===== config.mk =====
export PLATFORM = sky130hd
export DESIGN_NAME = hmulti_sink
export DESIGN_NICKNAME = d
export VERILOG_FILES = /design/src/rtl/hmulti_sink.sv
export SDC_FILE = /design/constraint.sdc
export NUM_CORES = 1
export LEC_CHECK = 0
export BUFFER_PORTS_ARGS = -buffer_cell sky130_fd_sc_hd__buf_2
export CAP_MARGIN = 20
export CORE_ASPECT_RATIO = 0.9
export CORE_MARGIN = 5
export CORE_UTILIZATION = 51
export CTS_BUF_LIST = sky130_fd_sc_hd__clkbuf_16
export DETAILED_ROUTE_END_ITERATION = 16
export PLACE_DENSITY = 0.9
export SYNTH_ARGS = -nofsm -noshare
export SYNTH_HDL_FRONTEND = slang
export SYNTH_SLANG_ARGS = --single-unit
export TNS_END_PERCENT = 5

===== constraint.sdc =====
create_clock -name gch_clk -period 3.9 [get_ports gch_clk]
set_input_delay 0.195 -clock gch_clk [delete_from_list [all_inputs] [get_ports gch_clk]]
set_output_delay 0.195 -clock gch_clk [all_outputs]
set_load 0.1 [all_outputs]

===== src/rtl/hmulti_sink.sv =====
// Multi-channel message sink: per-channel debounced 4-phase req/ack
// termination, message capture, saturating counters, optional sequence check
// and an all-channels-complete flag.
//
// Channel FSM states:
//   state   | meaning
//   --------+---------------------------------------------------------------
//   ST_IDLE | ack low; waiting for req_s held high REQ_CKS cycles (ready=1)
//   ST_ACK  | ack high; waiting for req_s held low REQ_CKS cycles

`ifndef NS_DATA_SIZE
`define NS_DATA_SIZE 8
`endif
`ifndef NS_REQ_CKS
`define NS_REQ_CKS 2
`endif

module hmulti_sink #(
   parameter int NCH     = 4,
   parameter int DSZ     = `NS_DATA_SIZE,
   parameter int REQ_CKS = `NS_REQ_CKS,
   parameter int CSZ     = 16,
   parameter int CHECK   = 0,
   parameter int LIMIT   = 0
) (
   input  logic               gch_clk,
   input  logic               gch_reset,
   output logic               gch_ready,
   input  logic [NCH-1:0]     rcv_req,
   output logic [NCH-1:0]     rcv_ack,
   input  logic [NCH*DSZ-1:0] rcv_data,
   output logic [NCH*CSZ-1:0] cnt,
   output logic [NCH*DSZ-1:0] last_data,
   output logic [NCH-1:0]     err,
   output logic               done
);

   // Debounce is a down-counter reloaded to REQ_CKS-1; terminal count 0 with
   // the awaited level present means the level has now held REQ_CKS cycles.
   localparam int             DBW     = (REQ_CKS > 1) ? $clog2(REQ_CKS) : 1;
   localparam logic [DBW-1:0] DB_RLD  = DBW'(REQ_CKS - 1);
   localparam logic [31:0]    LIMIT_U = LIMIT;
   localparam bit             DONE_EN = (LIMIT != 0);
   localparam bit             CHK_EN  = (CHECK != 0);

   typedef enum logic {
      ST_IDLE = 1'b0,
      ST_ACK  = 1'b1
   } ch_state_t;

   logic           ready_q;
   logic [NCH-1:0] req_s_q;
   logic [NCH-1:0] hit;
   logic           done_q, done_d;

   // Ready sets on the first edge after reset release; requests synchronised.
   always_ff @(posedge gch_clk or negedge gch_reset) begin
      if (!gch_reset) begin
         ready_q <= 1'b0;
         req_s_q <= '0;
      end else begin
         ready_q <= 1'b1;
         req_s_q <= rcv_req;
      end
   end

   assign gch_ready = ready_q;

   for (genvar i = 0; i < NCH; i++) begin : g_ch
      ch_state_t      st_q, st_d;
      logic [DBW-1:0] db_q, db_d;
      logic [CSZ-1:0] cnt_q, cnt_d;
      logic [DSZ-1:0] last_q, last_d;
      logic [DSZ-1:0] exp_q, exp_d;
      logic           err_q, err_d;
      logic [DSZ-1:0] data_w;
      logic           run;
      logic           fire;

      assign data_w = rcv_data[i*DSZ +: DSZ];

      // Next-state: debounce toward the awaited level, act on terminal count.
      always_comb begin
         st_d   = st_q;
         db_d   = db_q;
         cnt_d  = cnt_q;
         last_d = last_q;
         exp_d  = exp_q;
         err_d  = err_q;
         fire   = 1'b0;
         run    = (st_q == ST_IDLE) ? (req_s_q[i] & ready_q) : ~req_s_q[i];

         if (!run) begin
            db_d = DB_RLD;
         end else if (db_q == '0) begin
            fire = 1'b1;
            db_d = DB_RLD;
         end else begin
            db_d = db_q - DBW'(1);
         end

         if (fire) begin
            case (st_q)
               ST_IDLE: begin
                  st_d   = ST_ACK;
                  last_d = data_w;
                  if (cnt_q != '1) cnt_d = cnt_q + CSZ'(1);
                  if (CHK_EN) begin
                     if (data_w != exp_q) err_d = 1'b1;
                     exp_d = data_w + DSZ'(1);
                  end
               end
               default: st_d = ST_IDLE;
            endcase
         end
      end

      // Channel state registers; reset drops ack and any partial debounce.
      always_ff @(posedge gch_clk or negedge gch_reset) begin
         if (!gch_reset) begin
            st_q   <= ST_IDLE;
            db_q   <= DB_RLD;
            cnt_q  <= '0;
            last_q <= '0;
            exp_q  <= '0;
            err_q  <= 1'b0;
         end else begin
            st_q   <= st_d;
            db_q   <= db_d;
            cnt_q  <= cnt_d;
            last_q <= last_d;
            exp_q  <= exp_d;
            err_q  <= err_d;
         end
      end

      assign rcv_ack[i]                = (st_q == ST_ACK);
      assign cnt[i*CSZ +: CSZ]         = cnt_q;
      assign last_data[i*DSZ +: DSZ]   = last_q;
      assign err[i]                    = err_q;
      assign hit[i]                    = (32'(cnt_q) >= LIMIT_U);
   end

   // Completion is sticky and lags the last channel's count by one edge.
   always_comb begin
      done_d = done_q | (DONE_EN & (&hit));
   end

   // Completion flag register.
   always_ff @(posedge gch_clk or negedge gch_reset) begin
      if (!gch_reset) done_q <= 1'b0;
      else            done_q <= done_d;
   end

   assign done = done_q;

endmodule


==> summary.txt, run 1 <==
Initial Util: 51.6%
WP data arrival: 2750 ps
Clk Tree Root Cell: clkbuf_16
H-tree depth reported by CTS: 3
Netlist cell types: 48
register clock-pin slew on the reported worst setup and hold paths: 70 ps
final WL: 10,900 um
Post-Syn Instances: 448
Clock Skew: 6.17 ps
Initial DRC Count: 223
HP Class: input pin to register
Period minus WS final: 2480 ps
Post-Syn Area: 0.00491 mm2
Vias: 3,797
fin area: 0.00606 mm2
drt wl/cell: 15.2 um
layout cell share with drive strength beyond 1: 30.2%
power density over the cells: 857 mW/mm2
Post-CTS Setup Inserts: 0
Die Area: 0.0117 mm2
chip width: 113 um
Slew headroom: 54.1%
critical path required time: 4170 ps
average size of a mapped cell: 11.0 um2
nets: 630
filler cell count: 778
Num CTS Buffers: 9
Site Rows: 34
outcome: completed
Worst setup SP type: register
Total Routing Usage GR: 18.8%
Post-synth EDFFs: 0
first-pass GRT wire length: 17,700 um
Peak VDD IR: 0.830 mV
IO Pins: 144
Die Ht: 103 um
drt first pass iters: 6
register area: 0.00273 mm2
Worst Max-Slew Pin Slew: 685 ps
top cell type by total area after synthesis: dfrtp_1
most frequent cells after synthesis: dfrtp_1, nand2_1, xor2_1
Final Setup Violations: 0
port bufs: 138
vias in the first global route: 3,671
FF+latch count, synth: 109
worst-case clock buffer depth: 2
Antenna Nets Post-Route: 0
TritonCTS clock tree: done
Async SR Flop Fraction: 100%
DRC: 0
clock sink count: 109
detailed placement HPWL: 7770 um
Area contributors post-synth: dfrtp_1, xor2_1, nand2_1
Synth-to-Final Area Change: 23.4%
endpoint class of the critical path: register
Synth Flop Type: dfrtp_1
Seq/Total Area, Yosys: 55.6%
synth warn: 0
top-count cell post-synth: dfrtp_1
count of final hold-check violations: 0
clk_lat worst skew: 340 ps
post-synth top area share: 53.5%
CP Max Fanout: 17
Multi-input gate area: 0.00207 mm2
Setup Crit Path Kind: register to register
Leak: 3.27 nW
initial antenna violation count: 0
maxcap violations: 0
fmax: 403 MHz
Core Area: 0.00953 mm2
Ant. Diodes: 0
unrepaired setup endpoints after global routing: false
largest net degree at the start of global routing: 79
DP Area: 0.00567 mm2
Slew Limit Fails: 0
Final period util: 63.6%
final setup TNS: 0 ps
GPL Wtd Cong: 0.886
via density per instance: 5.28
GR Overflow Total: 0
-- routing by layer --
layer	vias to the layer above	global-route usage (%)	share of wire, %
li1	1820	-	-
met1	1841	24.1	41
met2	124	31.9	52
met3	12	4.34	6.0
met4	0	6.01	0.74
met5	-	0	0
-- area by class of cell --
cell class,instances,share of cell area (%)
Multi-Input combinational cell,321,34.2
Inverter,2,0.124
Timing Repair Buffer,145,12.8
Tap cell,126,2.60
Sequential cell,109,45.1
Clock buffer,9,3.71
Clock inverter,7,1.51
-- state kept, by name (all words and copies together), names as in the netlist --
register and cells:
g_ch.db_q 4, g_ch.cnt_q 64, g_ch.last_q 32, gch_ready 1, req_s_q 4, g_ch.st_q 4
-- through the flow --
step,hold slack (ps),total power [W],cells,worst slack (ps),utilization [%]
2_1_floorplan,-101,0.00384,452,1430,-
3_3_place_gp,305,0.00419,697,1530,59.5
3_5_place_dp,304,0.00426,697,1410,59.5
4_1_cts,29.7,0.00524,717,1410,63.2
5_1_grt,35.6,0.00540,719,1190,63.6
6_report,39.9,0.00520,719,1420,63.6
-- kinds of logic after synthesis --
kind of cell | synth area share [%]
DFF | 55.6
muxes | 3.16
buffers and inverters | 2.52
AOI/OAI and AO/OA | 1.96
xor gates and xnor gates | 10.3
adders and majority gates | 1.02
and+or+nand+nor | 25.2
other | 0.153
-- critical path, cell delays in order, from the launching register on --
cell and delay (ps):
dfrtp_1 600, nand4bb_1 630, or4_4 750, nor4b_2 260
xor2_1 160
-- path summary, 6_finish.rpt --
kind,from,end,slack (ps),cells past startpoint
worst max-delay path,gch_ready,g_ch[3].cnt_q[15],1420,4
worst min-delay path,rcv_data[12],g_ch[1].last_q[4],40,3
worst max register to register,gch_ready,g_ch[3].cnt_q[15],1420,4
worst min register to register,g_ch[2].db_q,g_ch[2].db_q,460,1
max in group asynchronous,gch_reset,g_ch[0].cnt_q[13],2710,4
min in group asynchronous,gch_reset,g_ch[1].cnt_q[1],190,2
-- where the power goes --
part           total (W)  switching [W]  internal (W)  leakage, nW
registers        0.00163       0.000214       0.00141         1.41
logic            0.00260        0.00222      0.000380         1.71
clock network   0.000966       0.000406      0.000560        0.150
-- placed cells by master (no fill, tap or decap), types with 3 or more instances in the layout --
cell type	instances
nor2b_1	6
nor4_1	7
nand4bb_1	3
nor2_1	12
ha_1	4
a21oi_1	3
conb_1	6
nor3b_1	6
dfrtp_1	105
o22a_1	3
dlygate4sd3_1	5
and4_1	11
mux2_2	11
o21ai_0	3
buf_2	137
xnor2_1	13
and3_1	6
dfstp_2	4
nand3_1	15
clkbuf_16	9
nor3_1	22
nand4_1	20
and3b_1	3
xor2_1	45
inv_1	3
nand2_1	96
-- repair_timing --
| action | 4_1_cts | 5_1_grt |
|---|---|---|
| resized for setup | 0 | 0 |
| hold buffers | 4 | 1 |
| endpoints found under the hold margin | 4 | 73 |
Power figures use the tool's default switching activity.
==> run 2, diff against run 1 <==
--- a/config.mk
+++ b/config.mk
@@ -5,6 +5,7 @@
 export SDC_FILE = /design/constraint.sdc
 export NUM_CORES = 1
 export LEC_CHECK = 0
+export ABC_AREA = 1
 export BUFFER_PORTS_ARGS = -buffer_cell sky130_fd_sc_hd__buf_2
 export CAP_MARGIN = 20
 export CORE_ASPECT_RATIO = 0.9
@@ -12,7 +13,7 @@
 export CORE_UTILIZATION = 51
 export CTS_BUF_LIST = sky130_fd_sc_hd__clkbuf_16
 export DETAILED_ROUTE_END_ITERATION = 16
-export PLACE_DENSITY = 0.9
+export PLACE_DENSITY = 0.88
 export SYNTH_ARGS = -nofsm -noshare
 export SYNTH_HDL_FRONTEND = slang
 export SYNTH_SLANG_ARGS = --single-unit
==> constraint.sdc (replaced) <==
create_clock -name gch_clk -period 2.5 [get_ports gch_clk]
set_input_delay 0.125 -clock gch_clk [delete_from_list [all_inputs] [get_ports gch_clk]]
set_output_delay 0.125 -clock gch_clk [all_outputs]
set_load 0.1 [all_outputs]
==> summary.txt, run 2 <==
final WL: 13,900 um
critical path required time: 2780 ps
maxcap violations: 0
count of final hold-check violations: 0
Largest Register: g_ch.cnt_q
Clock Skew: 10.9 ps
Hold-fix buffers, CTS: 37
drt wl/cell: 12.7 um
Crit-path slowest cell: nor2_1
clock sink count: 109
Initial Util: 52.5%
Leak: 3.74 nW
Slew headroom: 43.3%
endpoint class of the critical path: register
unrepaired setup endpoints after global routing: false
Setup Crit Path Kind: register to register
Clk Tree Root Cell: clkbuf_16
via density per instance: 4.87
clk_lat worst skew: 350 ps
Top Usage Layer GRT: met2
max reg flops: 64
Post-Syn Instances: 764
outcome: completed
initial antenna violation count: 0
DRC: 0
post-synth top area share: 45.7%
Slew Limit Fails: 0
Post-synth EDFFs: 0
delay of the slowest cell on the worst path: 640 ps
Area contributors post-synth: dfrtp_1, nand2_1, nor2_1
first-pass GRT wire length: 23,700 um
Peak VDD IR: 1.11 mV
H-tree depth reported by CTS: 3
GR Overflow Total: 0
power density over the cells: 1120 mW/mm2
Antenna Nets Post-Route: 0
vias in the first global route: 5,010
drt first pass iters: 5
Post-Syn Area: 0.00575 mm2
Period minus WS final: 2040 ps
GPL Wtd Cong: 0.853
placed insts: 1,043
Worst Max-Slew Pin Slew: 847 ps
Synth-to-Final Area Change: 24.7%
top cell type by total area after synthesis: dfrtp_1
nets: 981
Core Area: 0.0109 mm2
Post-CTS Setup Inserts: 0
crit-path leading delay family: simple AND/OR/NAND/NOR gates
WP data arrival: 2320 ps
detailed placement HPWL: 9530 um
Die Ht: 111 um
cell mode on critical path: nand2_1
Final period util: 81.7%
layout cell share with drive strength beyond 1: 20.1%
GR Layer Usage met3: 6.17%
port bufs: 138
Top Registers: g_ch.cnt_q: 64 flops, g_ch.last_q: 32 flops
Site Rows: 36
Worst setup SP type: register
average size of a mapped cell: 7.52 um2
post-cts resize count: 0
synth warn: 0
Total Routing Usage GR: 21.3%
Final Setup Violations: 0
dpl ws: 491 ps
Ant. Diodes: 0
met2 Use GR: 34.5%
Final WS setup: 457 ps
register clock-pin slew on the reported worst setup and hold paths: 70 ps
HP Class: input pin to asynchronous set/reset pin
worst-case clock buffer depth: 2
top-count cell post-synth: nand2_1
chip width: 122 um
final std cells w/o fill: 1,096
Vias: 5,342
fmax: 489 MHz
most common cell after layout, fill and taps aside: nand2_1
FF+latch count, synth: 109
CP Max Fanout: 12
Netlist cell types: 28
IO Pins: 144
GR Util met1: 27.6%
Async SR Flop Fraction: 100%
final setup TNS: 0 ps
Synth Flop Type: dfrtp_1
crit-path cells: ha_1, nand3_1, inv_1, nand2_1, nor2_2, nor2_1, nand2_1, o21ai_2
most frequent cells in the layout: nand2_1, buf_2, dfrtp_1
Die Area: 0.0135 mm2
Num CTS Buffers: 9
most frequent cells after synthesis: nand2_1, dfrtp_1, nor2_1
largest net degree at the start of global routing: 60
TritonCTS clock tree: done
CP bufs+invs: 1
Seq/Total Area, Yosys: 47.6%
Initial DRC Count: 381
-- run 2: cell count changes after synthesis, moves of 7 or more --
cell     delta
nand2_1   +274
buf_6       +8
xor2_1     -36
mux2_2     -11
nand2_2     +8
nand3_1    +12
nor2_1     +61
nor3_1     -19
and4_1     -11
o21ai_0    +18
inv_1      +49
nor4_1      -7
-- run 2: final timing paths --
path | start | endpoint | slack, ps | cells after the start
worst min-delay path | gch_reset | g_ch[2].cnt_q[2] | 180 | 2
max in group asynchronous | gch_reset | g_ch[0].cnt_q[9] | 1610 | 3
min in group gch_clk | rcv_req[2] | req_s_q[2] | 420 | 2
worst min register to register | g_ch[3].last_q[3] | g_ch[3].last_q[3] | 470 | 2
worst max register to register | g_ch[1].cnt_q[0] | g_ch[1].cnt_q[11] | 460 | 8
worst max-delay path | g_ch[1].cnt_q[0] | g_ch[1].cnt_q[11] | 460 | 8
-- run 2: logic make-up after synthesis --
logic type | after synthesis | synth area share, %
AO/OA/AOI/OAI | 26 | 2.46
other | 2 | 0.131
buffers and inverters | 75 | 6.68
AND/OR/NAND/NOR | 522 | 38.3
flip-flops | 109 | 47.6
adder cells (fa/ha/maj) | 4 | 0.871
XOR/XNOR | 26 | 3.96
-- run 2: layer usage --
layer | share of wire, % | vias up
met3 | 6.5 | 26
met4 | 2.1 | 0
met1 | 43 | 2431
met5 | 0 | -
met2 | 49 | 181
li1 | - | 2704
-- run 2: cell type report --
| type | count | area, um2 |
|---|---|---|
| fill | 951 | 3780 |
| multi-input combinational | 584 | 2650 |
| timing repair buffer | 180 | 1110 |
| sequential | 109 | 2730 |
| clock buffer | 9 | 225 |
| inverter | 55 | 206 |
| tap | 152 | 190 |
| clock inverter | 7 | 55.1 |
-- run 2: per-stage QoR --
step	hold slack, ps	util, %	power, W	cell area [um2]
6_report	175	65.5	0.00801	7170
5_1_grt	182	65.5	0.00837	7170
4_1_cts	157	65.5	0.00804	7170
3_5_place_dp	-9.12	59.5	0.00662	6520
3_3_place_gp	-10.5	59.5	0.00655	6520
2_1_floorplan	-171	-	0.00599	5760
-- run 2: power by group --
part / internal, W / leakage (nW) / switching [W] / total [W]
clock: 0.000759 / 0.154 / 0.000606 / 0.00137
sequential: 0.00219 / 1.42 / 0.000368 / 0.00256
combinational: 0.000582 / 2.17 / 0.00350 / 0.00409
total: 0.00353 / 3.74 / 0.00448 / 0.00801
-- run 2: worst reg2reg max path, cell delays in order (launching register included) --
cell     delay (ps)
dfrtp_1         420
ha_1            250
nand3_1         140
inv_1            50
nand2_1         140
nor2_2           70
nor2_1          640
nand2_1         170
o21ai_2          90
